$ cat config.mk
export PLATFORM = sky130hd
export DESIGN_NAME = uart_rx_core
export DESIGN_NICKNAME = d
export VERILOG_FILES = /design/src/rtl/uart_pkg.sv /design/src/rtl/sync_2ff.sv /design/src/rtl/uart_rx_core.sv
export SDC_FILE = /design/constraint.sdc
export NUM_CORES = 1
export LEC_CHECK = 0
export BUFFER_PORTS_ARGS = -buffer_cell sky130_fd_sc_hd__buf_2
export CORE_ASPECT_RATIO = 1.75
export CORE_MARGIN = 2
export CORE_UTILIZATION = 49
export CTS_CLUSTER_SIZE = 8
export DETAILED_ROUTE_END_ITERATION = 16
export GPL_TIMING_DRIVEN = 0
export PLACE_DENSITY = 0.68
export SLEW_MARGIN = 20
export SYNTH_ARGS = -nofsm -noshare
export SYNTH_HDL_FRONTEND = slang
export SYNTH_SLANG_ARGS = --single-unit
export TNS_END_PERCENT = 1
$ cat constraint.sdc
create_clock -name clk -period 2.2 [get_ports clk]
set_input_delay 0 -clock clk [delete_from_list [all_inputs] [get_ports clk]]
set_output_delay 0 -clock clk [all_outputs]
set_load 0.1 [all_outputs]
$ cat src/rtl/uart_pkg.sv
// Shared UART definitions: receiver state encoding, default link constants and
// the clocks-per-bit helper used by both the receive and transmit paths.
package uart_pkg;

  localparam int DEFAULT_CLK_FREQ = 50000000;
  localparam int DEFAULT_BAUD     = 115200;

  typedef enum logic [2:0] {
    IDLE   = 3'd0,
    START  = 3'd1,
    DATA   = 3'd2,
    PARITY = 3'd3,
    STOP   = 3'd4
  } rx_state_t;

  function automatic int clks_per_bit(input int clk_freq, input int baud);
    return clk_freq / baud;
  endfunction

endpackage

$ cat src/rtl/sync_2ff.sv
// Two-flop synchroniser for an asynchronous single-bit input; the flops come
// out of reset holding RST_VAL so an idle-high line does not look like an edge.
module sync_2ff #(
  parameter logic RST_VAL = 1'b1
) (
  input  logic clk,
  input  logic rst_n,
  input  logic d,
  output logic q
);

  logic meta;

  always_ff @(posedge clk or negedge rst_n) begin
    if (!rst_n) begin
      meta <= RST_VAL;
      q    <= RST_VAL;
    end else begin
      meta <= d;
      q    <= meta;
    end
  end

endmodule

$ cat src/rtl/uart_rx_core.sv
// UART receiver (8N1 by default) with valid/ready byte output, framing-error and
// overrun pulses. Define UART_RX_PARITY_EN to add a parity bit and parity_err.
module uart_rx_core
  import uart_pkg::*;
#(
  parameter int CLK_FREQ  = DEFAULT_CLK_FREQ,
  parameter int BAUD      = DEFAULT_BAUD,
  parameter int DATA_BITS = 8
`ifdef UART_RX_PARITY_EN
  , parameter logic PARITY_ODD = 1'b0
`endif
) (
  input  logic                 clk,
  input  logic                 reset,
  input  logic                 uart_rx,
  output logic [DATA_BITS-1:0] rx_data,
  output logic                 rx_valid,
  input  logic                 rx_ready,
  output logic                 frame_err,
  output logic                 overrun,
`ifdef UART_RX_PARITY_EN
  output logic                 parity_err,
`endif
  output logic                 busy,
  output rx_state_t            state_dbg
);

  // Handshake: a byte transfers on any cycle where rx_valid && rx_ready;
  // rx_data is held stable for as long as rx_valid is high.

  localparam int CPB = clks_per_bit(CLK_FREQ, BAUD);
  localparam int CW  = $clog2(CPB);
  localparam logic [CW-1:0] CNT_HALF = CW'(CPB / 2 - 1);
  localparam logic [CW-1:0] CNT_LAST = CW'(CPB - 1);
  localparam logic [2:0]    IDX_LAST = 3'(DATA_BITS - 1);

  rx_state_t            state;
  logic                 rx_s;
  logic                 rx_d;
  logic [CW-1:0]        cnt;
  logic [2:0]           bit_idx;
  logic [DATA_BITS-1:0] shreg;
  logic [1:0]           warm;
  logic                 armed;
  logic                 deliver_q;
  logic                 ferr_q;
`ifdef UART_RX_PARITY_EN
  logic                 par_bad;
  logic                 par_q;
`endif

  sync_2ff #(.RST_VAL(1'b1)) u_sync (
    .clk   (clk),
    .rst_n (reset),
    .d     (uart_rx),
    .q     (rx_s)
  );

  assign busy      = (state != IDLE);
  assign state_dbg = state;

  always_ff @(posedge clk or negedge reset) begin
    if (!reset) begin
      state     <= IDLE;
      rx_d      <= 1'b1;
      cnt       <= '0;
      bit_idx   <= '0;
      shreg     <= '0;
      warm      <= '0;
      armed     <= 1'b0;
      deliver_q <= 1'b0;
      ferr_q    <= 1'b0;
      rx_data   <= '0;
      rx_valid  <= 1'b0;
      frame_err <= 1'b0;
      overrun   <= 1'b0;
`ifdef UART_RX_PARITY_EN
      par_bad    <= 1'b0;
      par_q      <= 1'b0;
      parity_err <= 1'b0;
`endif
    end else begin
      rx_d      <= rx_s;
      deliver_q <= 1'b0;
      ferr_q    <= 1'b0;
`ifdef UART_RX_PARITY_EN
      par_q     <= 1'b0;
`endif
      // The sync chain holds reset values for a few cycles; only arm once it
      // reflects the real line and the line has been seen high.
      if (warm != 2'd3) warm <= warm + 2'd1;

      case (state)
        IDLE: begin
          if (warm == 2'd3 && rx_s && rx_d) armed <= 1'b1;
          if (armed && rx_d && !rx_s) begin
            state <= START;
            cnt   <= '0;
          end
        end
        START: begin
          if (cnt == CNT_HALF) begin
            cnt <= '0;
            if (rx_s) begin
              state <= IDLE;
            end else begin
              state   <= DATA;
              bit_idx <= '0;
            end
          end else begin
            cnt <= cnt + 1'b1;
          end
        end
        DATA: begin
          if (cnt == CNT_LAST) begin
            cnt     <= '0;
            shreg   <= {rx_s, shreg[DATA_BITS-1:1]};
            bit_idx <= bit_idx + 3'd1;
            if (bit_idx == IDX_LAST) begin
`ifdef UART_RX_PARITY_EN
              state <= PARITY;
`else
              state <= STOP;
`endif
            end
          end else begin
            cnt <= cnt + 1'b1;
          end
        end
`ifdef UART_RX_PARITY_EN
        PARITY: begin
          if (cnt == CNT_LAST) begin
            cnt     <= '0;
            par_bad <= ((^shreg) ^ rx_s) != PARITY_ODD;
            state   <= STOP;
          end else begin
            cnt <= cnt + 1'b1;
          end
        end
`endif
        STOP: begin
          if (cnt == CNT_LAST) begin
            cnt   <= '0;
            state <= IDLE;
`ifdef UART_RX_PARITY_EN
            par_q <= par_bad;
`endif
            if (rx_s) begin
              deliver_q <= 1'b1;
            end else begin
              ferr_q <= 1'b1;
              armed  <= 1'b0;
            end
          end else begin
            cnt <= cnt + 1'b1;
          end
        end
        default: state <= IDLE;
      endcase

      // Output stage: shreg stays untouched until the next frame's first data
      // sample, so it can be loaded here one cycle after the stop sample.
      frame_err <= ferr_q;
      overrun   <= 1'b0;
`ifdef UART_RX_PARITY_EN
      parity_err <= par_q;
`endif
      if (deliver_q) begin
        if (!rx_valid || rx_ready) begin
          rx_data  <= shreg;
          rx_valid <= 1'b1;
        end else begin
          overrun <= 1'b1;
        end
      end else if (rx_valid && rx_ready) begin
        rx_valid <= 1'b0;
      end
    end
  end

endmodule

Yosys cells after proc, flatten, opt, wreduce, memory -nomap -nowiden

Index checks and enable logic that the tools add are counted.

Register bits after elaboration: 42
Input port bits: 4
Output and inout bits: 15
Logic and storage cells: 87

Add/sub/neg operators: 3
Eq/ne operators: 17
Muxes and demuxes: 30
Reductions and logical operators: 22

Operators by type and width:

| kind                                                             | number |
|---|---|
| 9-bit 2-to-1 mux                                                 | 3 |
| 9-bit case mux with 3 select lines                               | 1 |
| 3-bit 2-to-1 mux                                                 | 8 |
| 2-bit != test (second input constant)                            | 9 |
| 1-bit 2-to-1 mux                                                 | 14 |
| 3-bit case mux with 4 select lines                               | 1 |
| 9-bit by 1-bit adder with 9-bit output (second input constant)   | 1 |
| 9-bit by 8-bit == test with 1-bit output (second input constant) | 1 |
| 9-bit == test (second input constant)                            | 1 |
| 2-bit AND reduction                                              | 4 |
| 4-bit AND reduction                                              | 2 |
| 3-bit == test (second input constant)                            | 2 |
| 3-bit case mux with 2 select lines                               | 1 |
| 2-bit nonzero test                                               | 3 |
| 3-bit nonzero test                                               | 2 |
| 1-bit logical AND                                                | 5 |
| 5-bit AND reduction                                              | 1 |
| 3-bit by 1-bit adder with 3-bit output (second input constant)   | 1 |
| 3-bit by 1-bit == test with 1-bit output (second input constant) | 1 |
| 3-bit by 2-bit == test with 1-bit output (second input constant) | 1 |
| 3-bit zero test                                                  | 1 |
| 2-bit by 1-bit adder with 2-bit output (second input constant)   | 1 |
| 2-bit == test (second input constant)                            | 1 |
| 1-bit zero test                                                  | 2 |
| 5 further kinds                                                  | 5 |

Logic depth before layout (Yosys ltp)

Gate-level depths: netlist of run 1.

Depth in word-level cells: 5
Gate-level depth with buffers: 7
Mapped depth without buffers: 6

By module

Synthesis of run 1 repeated with hierarchy kept, for this count alone.

Cells, all modules: 178
Area total of the unflattened synthesis: 1910.6 sq um

Modules (own cells, without submodules):

| module       | times used | cells an instance | area each (sq um) | sequential area each (sq um) |
|---|---|---|---|---|
| uart_rx_core | 1          | 176               | 1858.0            | 1002.2 |
| sync_2ff     | 1          | 2                 | 52.6              | 52.6 |

Worst setup path after synthesis of run 1

No wires, ideal clock.

Path kind: flip-flop to flip-flop
Start: register state[0] (netlist: state_dbg[0])
End: register state[0] (netlist: state_dbg[0])
Setup time: 0.155 ns
Arrival: 2.058 ns
Required time: 2.045 ns
Setup slack: -0.013 ns
Cell stages (with the launch flop): 5
Buffers on the path: 1
Period minus slack after synthesis: 2.213 ns
Cells stage by stage: dfrtp_1 -> buf_2 -> nor3_1 -> inv_1 -> o21bai_1

Longest elaborated chain between the ends: 3
Elaborated cells on any way between the ends: 11
Those cells by class: 8 x eq/ne; 1 x mux; 2 x reduce/logical

RTL lines:

| element                                                                | line                | RTL |
|---|---|---|
| start, declared                                                        | uart_rx_core.sv:37  | `rx_state_t state;` |
| start signal, assigned                                                 | uart_rx_core.sv:64  | `state <= IDLE;` |
| start signal, assigned                                                 | uart_rx_core.sv:97  | `state <= START;` |
| start signal, assigned                                                 | uart_rx_core.sv:105 | `state <= IDLE;` |
| 3-bit by 2-bit == test with 1-bit output, or another cell as far along | uart_rx_core.sv:93  | `case (state)` |
| 2-bit != test (no line)                                                | --                  |  |
| 5-bit AND reduction (no line)                                          | --                  |  |

Several ways; a longest one is shown, not always the timed one.
A chain may end at the register's enable or synchronous reset.

Final worst setup path of run 1

Start: register cnt[0]
End: register cnt[4]

Longest elaborated chain between the ends: 3
Elaborated cells on any way between the ends: 6
Those cells by class: 1 x add/sub; 2 x eq/ne; 3 x mux

RTL lines:

| element                                                              | line                                                          | RTL |
|---|---|---|
| start, declared                                                      | uart_rx_core.sv:40                                            | `logic [CW-1:0] cnt;` |
| start signal, assigned                                               | uart_rx_core.sv:111                                           | `cnt <= cnt + 1'b1;` |
| start signal, assigned                                               | uart_rx_core.sv:127                                           | `cnt <= cnt + 1'b1;` |
| start signal, assigned                                               | uart_rx_core.sv:155                                           | `cnt <= cnt + 1'b1;` |
| 9-bit by 1-bit adder with 9-bit output, or another cell as far along | uart_rx_core.sv:111, uart_rx_core.sv:127, uart_rx_core.sv:155 |  |
| 9-bit 2-to-1 mux, on equally long branches                           | uart_rx_core.sv:115, uart_rx_core.sv:142, uart_rx_core.sv:102 |  |
| 9-bit case mux with 3 select lines *                                 | uart_rx_core.sv:93                                            |  |

Every way passes the cells marked *; elsewhere a longest branch is shown, timed or not.

==> metrics.yaml, run 1 <==
critical_path:
  path_delay_family: "compound AO/OA/AOI/OAI gates"
  crit_path_cell_trace: "inv_1 -> ha_1 -> nand4b_1 -> o41a_1 -> buf_2 -> o21ai_0 -> o211ai_1"
  slowest_stage: "dfrtp_1"
  worstPathRequired_ps: 2360
  worst-endpoint-arrival_ps: 1990
  critPathKind: "flop to flop"
  cpPeakStageDelay_ps: 430
  crit_buf_inv: 2
  cp-start-kind: "flop"
  cp_max_fo: 10
  cp-end-kind: "flop"
detailed_routing:
  vias: 1404
  ant_nets: 0
  wirelength_um: 3464
  drc: 0
  firstDrtPassIters: 4
  via_per_inst: 5.528
  avgRoutedWirePerCell_um: 13.64
  drt-initial-drc-count: 10
global_route:
  gr-total-overflow: 0
  grt_first_pass_wirelength_um: 6203
  grt_usage_pct: 18.52
  antenna_found_initial: 0
  grt_max_degree: 43
  grt_pass1_vias: 1444
synthesis:
  seq_area_frac_synth_pct: 55.21
  synth-seq-cells: 42
  yosysTopAreaCellShare_pct: 51.08
  synthArstFlopShare_pct: 100.0
  syn_area_um2: 1911
  synth.top_cells.by_count: "nand2_1 (46), dfrtp_1 (39), mux2_2 (10), nor2_1 (7), ha_1 (6)"
  ys.flop_type: "dfrtp_1"
  syn_inst: 178
  synth.net_count: 188
  avgSynthCellArea_um2: 10.73
  netlist_top_cells_area: "dfrtp_1 (51%), nand2_1 (9.0%), mux2_2 (5.9%)"
  yosysWarnings: 0
  yosysMostFrequentCell: "nand2_1"
  synth_edf_count: 0
  yosys.area.top_type: "dfrtp_1"
  ys_types: 43
sta:
  slew_headroom_pct: 40.97
  setup_viol: 0
  layout_setup_ws_ps: 376.0
  rsz0062_at_grt: "false"
  skew_ps: 9.447
  slew_violations: 0
  period_share_pct: 82.91
  max_freq_ghz: 0.5483
  period_needed_ps: 1824
  hold_violations: 0
  fin_tns_setup_ps: 0
  worst_slew_pin_slew_ps: 885.4
finish:
  ff_latch_area_um2: 1057
  layout.nets: 215
  antenna_cells: 0
  multi_input_area_um2: 797.0
  drive_above_1_share_pct: 25.24
  fillers: 322
  areaGrowthSynthToFinish_pct: 14.73
pwr:
  total_leakage_power_nw: 1.100
  power.density_nw_per_um2: 949.6
  power_mw: 2.082
  vdd_ir_drop_max_v: 0.0007202
place:
  io_buffers: 18
  dp_slack_ps: 387.7
  post-dp-hpwl_um: 2545
  gp_congestion: 0.8964
floorplanning:
  ios: 19
  rows: 30
  initial_core_util_pct: 50.40
  die-area_um2: 4434
  core_area_um2: 3791
  dieHeight_um: 86.61
  die_w_um: 51.20
flow_run:
  maxCapViolCount: 0
clock_network:
  clk_latency_ps: 290
  cts_tree: "built"
  numCtsBuffers: 5
  clkSinkCount: 42
  htree_levels: 2
  clk_pin_slew_worst_paths_ps: 80
  cts_resized: 0
  cts_max_path_buffers: 2
  root_buffer: "clkbuf_8"
run_status:
  status: "finished, final reports clean"
min_path:
  min-delay-path-class: "input pin to flop"
## layout by cell type (no fill, tap or decap), types with 4 or more instances in the layout
cell type,instances
nor2_1,7
buf_2,23
ha_1,6
mux2_2,10
clkbuf_8,5
inv_1,5
o22ai_1,4
dfrtp_1,37
o21ai_0,5
nand3_1,4
nand2_1,46
## state kept, by name (all words and copies together), names as in the netlist, 2 cells and up
register   cells
bit_idx        3
shreg          8
cnt            9
warm           2
rx_data        8
state_dbg      3
## logic make-up (layout without fill, tap and decap cells)
logic type / Yosys count / after routing / share of synthesized area [%]
and+or+nand+nor: 77 / 77 / 19.39
DFF: 42 / 42 / 55.21
AOI/OAI and AO/OA: 28 / 28 / 11.07
buffers and inverters: 12 / 40 / 3.078
muxes: 10 / 10 / 5.894
adders and majority gates: 7 / 7 / 4.453
xor gates and xnor gates: 2 / 2 / 0.9170
## what timing repair did
item,CTS,global route
hold buffers,2,0
setup buffers,0,0
hold endpoints to repair,40,0
## report_power, final
group          total, mW  switching [mW]  internal, mW
clock              0.577           0.244         0.334
combinational      0.626           0.465         0.161
sequential         0.878          0.0515         0.827
## final timing paths
check                      depth (start not counted)               start  slack (ps)                  endpoint
setup / recovery                                   7  cnt[0]$_DFFE_PN0P_         380        cnt[4]$_DFFE_PN0P_
hold / removal                                     3            rx_ready          20         overrun$_DFF_PN0_
setup reg to reg                                   7  cnt[0]$_DFFE_PN0P_         380        cnt[4]$_DFFE_PN0P_
hold reg to reg                                    0    ferr_q$_DFF_PN0_         360       frame_err$_DFF_PN0_
max in group asynchronous                          2               reset        1210  state_dbg[0]$_DFFE_PN0P_
min in group asynchronous                          2               reset         390  state_dbg[1]$_DFFE_PN0P_
## worst register-to-register path, cell delays in order, from the launching register on
cell,delay [ps]
dfrtp_1,430
inv_1,120
ha_1,150
nand4b_1,80
o41a_1,400
buf_2,220
o21ai_0,180
o211ai_1,120
## through the flow
step           instance area [µm²]  hold slack, ps  util (%)  instances
2_1_floorplan                 1913          -295.6         -        178
3_3_place_gp                  2063           105.4     54.42        244
3_5_place_dp                  2063           106.7     54.42        244
4_1_cts                       2192           9.689     57.82        254
5_1_grt                       2192           32.79     57.82        254
6_report                      2192           17.60     57.82        254
## cell type report
| class | instances | share of cell area (%) |
|---|---|---|
| Buffer | 7 | 1.826 |
| Clock buffer | 5 | 3.139 |
| Clock inverter | 3 | 1.826 |
| Inverter | 5 | 0.8562 |
| Multi-Input combinational cell | 124 | 36.36 |
| Sequential cell | 42 | 48.23 |
| Tap cell | 48 | 2.740 |
| Timing Repair Buffer | 20 | 5.023 |
## metal layers
layer / part of all wire, % / vias to the layer above / global-route usage (%)
li1: - / 669 / -
met1: 38 / 702 / 17.84
met2: 57 / 25 / 36.25
met3: 2.6 / 8 / 3.621
met4: 2.3 / 0 / 7.862
met5: 0 / - / 0
Power figures use the tool's default switching activity.
==> run 2: changes to the inputs <==
- clock period: 2.2 -> 1.9 ns (I/O delays scaled with it)
==> run 2 against run 1 <==
Compared with the run above: wire length down 2.0%; setup slack lost 280 ps; combinational power up 18%; critical endpoint is now cnt[6]$_DFFE_PN0P_; largest cell class unchanged; highest routed layer unchanged.
==> metrics.yaml, run 2 (synthesized netlist as in run 1, its figures left out) <==
sta:
  max_freq_ghz: 0.5533
  period_needed_ps: 1807
  hold-worst-slack_ps: 17.68
  skew_ps: 3.830
  hold_violations: 0
  worst_slew_pin_slew_ps: 890.4
  slew_violations: 0
  period_share_pct: 95.12
  setup_viol: 0
  slew_headroom_pct: 40.64
  fin_tns_setup_ps: 0
  rsz0062_at_grt: "false"
  layout_setup_ws_ps: 92.72
finish:
  largest_reg_flops: 9
  layout.nets: 215
  final_cell_count_no_fill: 253
  top_register: "cnt"
  antenna_cells: 0
  post-route-util_pct: 57.29
  final_cell_area_um2: 2172
  reg_top3: "cnt (9), rx_data (8), shreg (8)"
  final_common_cell: "nand2_1"
  areaGrowthSynthToFinish_pct: 13.69
  fillers: 321
  drive_above_1_share_pct: 26.34
  final_cell_mix: "nand2_1 (46), dfrtp_1 (36), buf_2 (22)"
global_route:
  gr-total-overflow: 0
  grt_first_pass_wirelength_um: 5830
  antenna_found_initial: 0
  grt_usage_pct: 17.44
  grt_max_degree: 43
  grt_pass1_vias: 1350
critical_path:
  worstPathRequired_ps: 2060
  rrSetupSlack_ps: 90
  slowest_stage: "dfrtp_1"
  r2r_cells: 7
  cp-start-kind: "flop"
  cp-end-kind: "flop"
  critPathKind: "flop to flop"
  cpPeakStageDelay_ps: 410
  rr_endpoint: "cnt[6]$_DFFE_PN0P_"
  rr_startpoint: "cnt[0]$_DFFE_PN0P_"
  crit_path_cell_trace: "inv_1 -> ha_1 -> nand4b_1 -> o41a_1 -> clkbuf_4 -> o21ai_0 -> nand3_1"
  startpoint: "cnt[0]$_DFFE_PN0P_"
  crit_buf_inv: 2
  path_delay_family: "compound AO/OA/AOI/OAI gates"
  cp_max_fo: 10
  worst-endpoint-arrival_ps: 1960
pwr:
  power.density_nw_per_um2: 1046
  vdd_ir_drop_max_v: 0.0007299
  power_mw: 2.272
  total_leakage_power_nw: 1.094
place:
  io_buffers: 18
  post-dp-hpwl_um: 2513
  place_area_um2: 2064
  dp_slack_ps: 93.71
  gp_congestion: 0.9003
  dp_cells: 244
min_path:
  whs_path_depth: 3
  whs_endpoint: "overrun$_DFF_PN0_"
  min-delay-path-class: "input pin to flop"
  min_from: "rx_ready"
floorplanning:
  core_area_um2: 3791
  initial_core_util_pct: 50.40
  ios: 19
  die_w_um: 51.20
  die-area_um2: 4434
  rows: 30
  dieHeight_um: 86.61
clock_network:
  cts_max_path_buffers: 2
  clkSinkCount: 42
  cts_tree: "built"
  post_cts_buffers: 0
  clk_pin_slew_worst_paths_ps: 70
  root_buffer: "clkbuf_8"
  htree_levels: 2
  clk_latency_ps: 280
  numCtsBuffers: 5
detailed_routing:
  vias: 1390
  via_per_inst: 5.494
  drt-initial-drc-count: 50
  avgRoutedWirePerCell_um: 13.42
  ant_nets: 0
  firstDrtPassIters: 4
  wirelength_um: 3396
  drc: 0
flow_run:
  maxCapViolCount: 0
run_status:
  status: "finished, final reports clean"
[run 2: area by class of cell]
class / instances / area (µm²) / area share [%]
Multi-Input combinational cell: 124 / 803.3 / 36.98
Timing Repair Buffer: 20 / 110.1 / 5.069
Tap cell: 48 / 60.06 / 2.765
Inverter: 5 / 18.77 / 0.8641
Clock buffer: 5 / 68.82 / 3.168
Clock inverter: 2 / 10.01 / 0.4608
Buffer: 7 / 42.54 / 1.959
Sequential cell: 42 / 1059 / 48.73
[run 2: tightest hold or removal path, stage by stage]
cell	delay [ps]
buf_2	70
nand2b_1	140
nor2_1	60
[run 2: what timing repair did]
item | in CTS | in global routing
endpoints found under the setup margin | 0 | 3
gates resized for setup | 0 | 4
hold buffers | 2 | 0
endpoints found under the hold margin | 40 | 0
[run 2: per-layer routing]
layer	share of wire [%]	up-vias	track usage (%)
met5	0	-	0
met4	2.0	0	8.108
met3	3.6	8	4.138
met2	54	35	31.88
met1	40	678	18.17
li1	-	669	-
[run 2: power breakdown]
part / switching (mW) / internal, mW / total (mW) / leakage, nW
combinational: 0.545 / 0.194 / 0.739 / 0.500
sequential: 0.0585 / 0.959 / 1.02 / 0.550
clock: 0.270 / 0.246 / 0.516 / 0.0438
[run 2: worst max-delay path by stage]
stage	end	slack, ps	depth (start not counted)
finish	cnt[6]$_DFFE_PN0P_	90	7
global route	bit_idx[0]$_DFFE_PN0P_	7	6
CTS	bit_idx[0]$_DFFE_PN0P_	90	6
detailed placement	bit_idx[0]$_DFFE_PN0P_	90	6
global placement	bit_idx[0]$_DFFE_PN0P_	140	6
floorplan	bit_idx[0]$_DFFE_PN0P_	-10	5
==> run 3: changes to the inputs <==
- clock period: 1.9 -> 1.8 ns (I/O delays scaled with it)
==> run 3 against run 2 <==
Compared with the run above: sequential share of layout area down 1.4 points; setup slack got worse by 37 ps; register-to-register slack lost 40 ps; die area stayed put; core utilization rose by 2.0 points; via count grew 1.1%; clock power rose by 8.9%; global-route usage up 0.62 points; sequential power increased by 5%; first-iteration DRC count is 50% lower.
==> metrics.yaml, run 3 (synthesized netlist as in run 1, its figures left out) <==
critical_path:
  cp-end-kind: "flop"
  r2r_cells: 7
  slowest_stage: "o41a_1"
  rr_startpoint: "cnt[0]$_DFFE_PN0P_"
  worstPathRequired_ps: 1960
  endpoint: "cnt[6]$_DFFE_PN0P_"
  cp-start-kind: "flop"
  rrSetupSlack_ps: 60
  startpoint: "cnt[0]$_DFFE_PN0P_"
  worst-endpoint-arrival_ps: 1910
  cp_max_fo: 3
  crit_path_cell_trace: "inv_2 -> ha_1 -> nand4b_1 -> o41a_1 -> buf_4 -> o221ai_1 -> nand3_1"
  cpPeakStageDelay_ps: 450
  rr_endpoint: "cnt[6]$_DFFE_PN0P_"
  critPathKind: "flop to flop"
clock_network:
  cts_tree: "built"
  clkSinkCount: 42
  cts_max_path_buffers: 2
  numCtsBuffers: 5
  clk_latency_ps: 290
  root_buffer: "clkbuf_8"
  clk_pin_slew_worst_paths_ps: 70
  htree_levels: 2
pwr:
  pwr-share-comb_pct: 35.6
  power_frac_seq_pct: 42.3
  intPower_mw: 1.579
  pwr-share-clk_pct: 22.1
  power.density_nw_per_um2: 1129
  total_leakage_power_nw: 1.116
  vdd_ir_drop_max_v: 0.0007897
  p_sw_uw: 960.3
  p_sw_share_pct: 37.81
place:
  gp_congestion: 0.9197
  post-dp-hpwl_um: 2464
  dp_slack_ps: -4.250
  io_buffers: 18
finish:
  top_register: "cnt"
  areaGrowthSynthToFinish_pct: 17.68
  fillers: 319
  post-route-util_pct: 59.31
  antenna_cells: 0
  layout.nets: 219
  ff_latch_area_um2: 1064
  final_common_cell: "nand2_1"
  largest_reg_flops: 9
  multi_input_area_um2: 818.3
  final_cell_mix: "nand2_1 (46), dfrtp_1 (36), buf_2 (22)"
  drive_above_1_share_pct: 28.10
  reg_top3: "cnt (9), rx_data (8), shreg (8)"
sta:
  layout_setup_ws_ps: 55.24
  hold_violations: 0
  skew_ps: 6.992
  fin_tns_setup_ps: 0
  setup_viol: 0
  rsz0062_at_grt: "true"
  period_share_pct: 96.93
  slew_headroom_pct: 39.81
  worst_slew_pin_slew_ps: 902.8
  max_freq_ghz: 0.5731
  period_needed_ps: 1745
  slew_violations: 0
detailed_routing:
  firstDrtPassIters: 4
  via_per_inst: 5.446
  vias: 1405
  drt-initial-drc-count: 25
  avgRoutedWirePerCell_um: 13.55
  wirelength_um: 3497
  drc: 0
  ant_nets: 0
floorplanning:
  die_w_um: 51.20
  dieHeight_um: 86.61
  die-area_um2: 4434
  initial_core_util_pct: 50.40
  core_area_um2: 3791
  rows: 30
  ios: 19
global_route:
  gr-total-overflow: 0
  grt_max_degree: 43
  antenna_found_initial: 0
  grt_first_pass_wirelength_um: 6065
  grt_usage_pct: 18.05
  grt_pass1_vias: 1389
run_status:
  status: "finished, final reports clean"
min_path:
  min-delay-path-class: "flop to flop"
flow_run:
  maxCapViolCount: 0
==> run 3: cell types whose count changed in the layout (fill, tap and decap cells not counted), sizes merged <==
cell	previous run	this run
buf	23	28
clkbuf	7	6
dlygate4sd3	2	3
==> run 3: metal layers <==
metal / wire (µm) / track usage (%)
met5: 0 / 0
met4: 78 / 9.091
met3: 127 / 3.793
met2: 1858 / 33.06
met1: 1431 / 18.76
==> run 3: how the worst min path moves through the flow <==
stage                                       end  cells after the start             startpoint
after global routing         u_sync.q$_DFF_PN1_                      0  u_sync.meta$_DFF_PN1_
after global placement    u_sync.meta$_DFF_PN1_                      1                uart_rx
final                       frame_err$_DFF_PN0_                      0       ferr_q$_DFF_PN0_
after detailed placement  u_sync.meta$_DFF_PN1_                      1                uart_rx
after CTS                 u_sync.meta$_DFF_PN1_                      2                uart_rx
after floorplan               armed$_DFFE_PN0P_                      0                  reset
==> run 3: area by class of cell <==
type	instances	area share (%)
Buffer	6	1.892
Timing Repair Buffer	25	7.234
Tap cell	48	2.671
Multi-Input combinational cell	124	36.39
Clock inverter	2	0.4452
Clock buffer	6	3.228
Sequential cell	42	47.30
Inverter	5	0.8347
==> run 3: stage by stage <==
stage | cell area [µm²] | hold WS (ps) | std cells | total power [mW]
2_1_floorplan | 1919 | -295.6 | 178 | 1.711
3_3_place_gp | 2069 | 105.2 | 244 | 1.857
3_5_place_dp | 2069 | 106.3 | 244 | 1.869
4_1_cts | 2197 | 351.7 | 256 | 2.462
5_1_grt | 2248 | 365.4 | 258 | 2.694
6_report | 2248 | 349.5 | 258 | 2.539
==> run 3: power by group through the flow <==
stage | Combinational [mW] | Sequential (mW) | Clock [mW]
2_1_floorplan | 0.481 | 1.23 | 0
3_3_place_gp | 0.760 | 1.10 | 0
3_5_place_dp | 0.768 | 1.10 | 0
4_1_cts | 0.795 | 1.08 | 0.583
5_1_grt | 0.992 | 1.08 | 0.620
6_report | 0.904 | 1.07 | 0.562
==> run 3: critical path, delay by kind of cell, from the launching register on <==
kind	cells	cell delay, ps
AND/OR/NAND/NOR	2	200
flip-flops	1	390
buffers and inverters	2	240
AO/OA/AOI/OAI	2	640
adder cells (fa/ha/maj)	1	140
==> run 3: repair_timing <==
item,4_1_cts,5_1_grt
hold buffers,3,0
pin swaps,0,2
hold endpoints to repair,41,0
buffers inserted,1,3
setup endpoints to repair,4,10
resized for setup,1,10
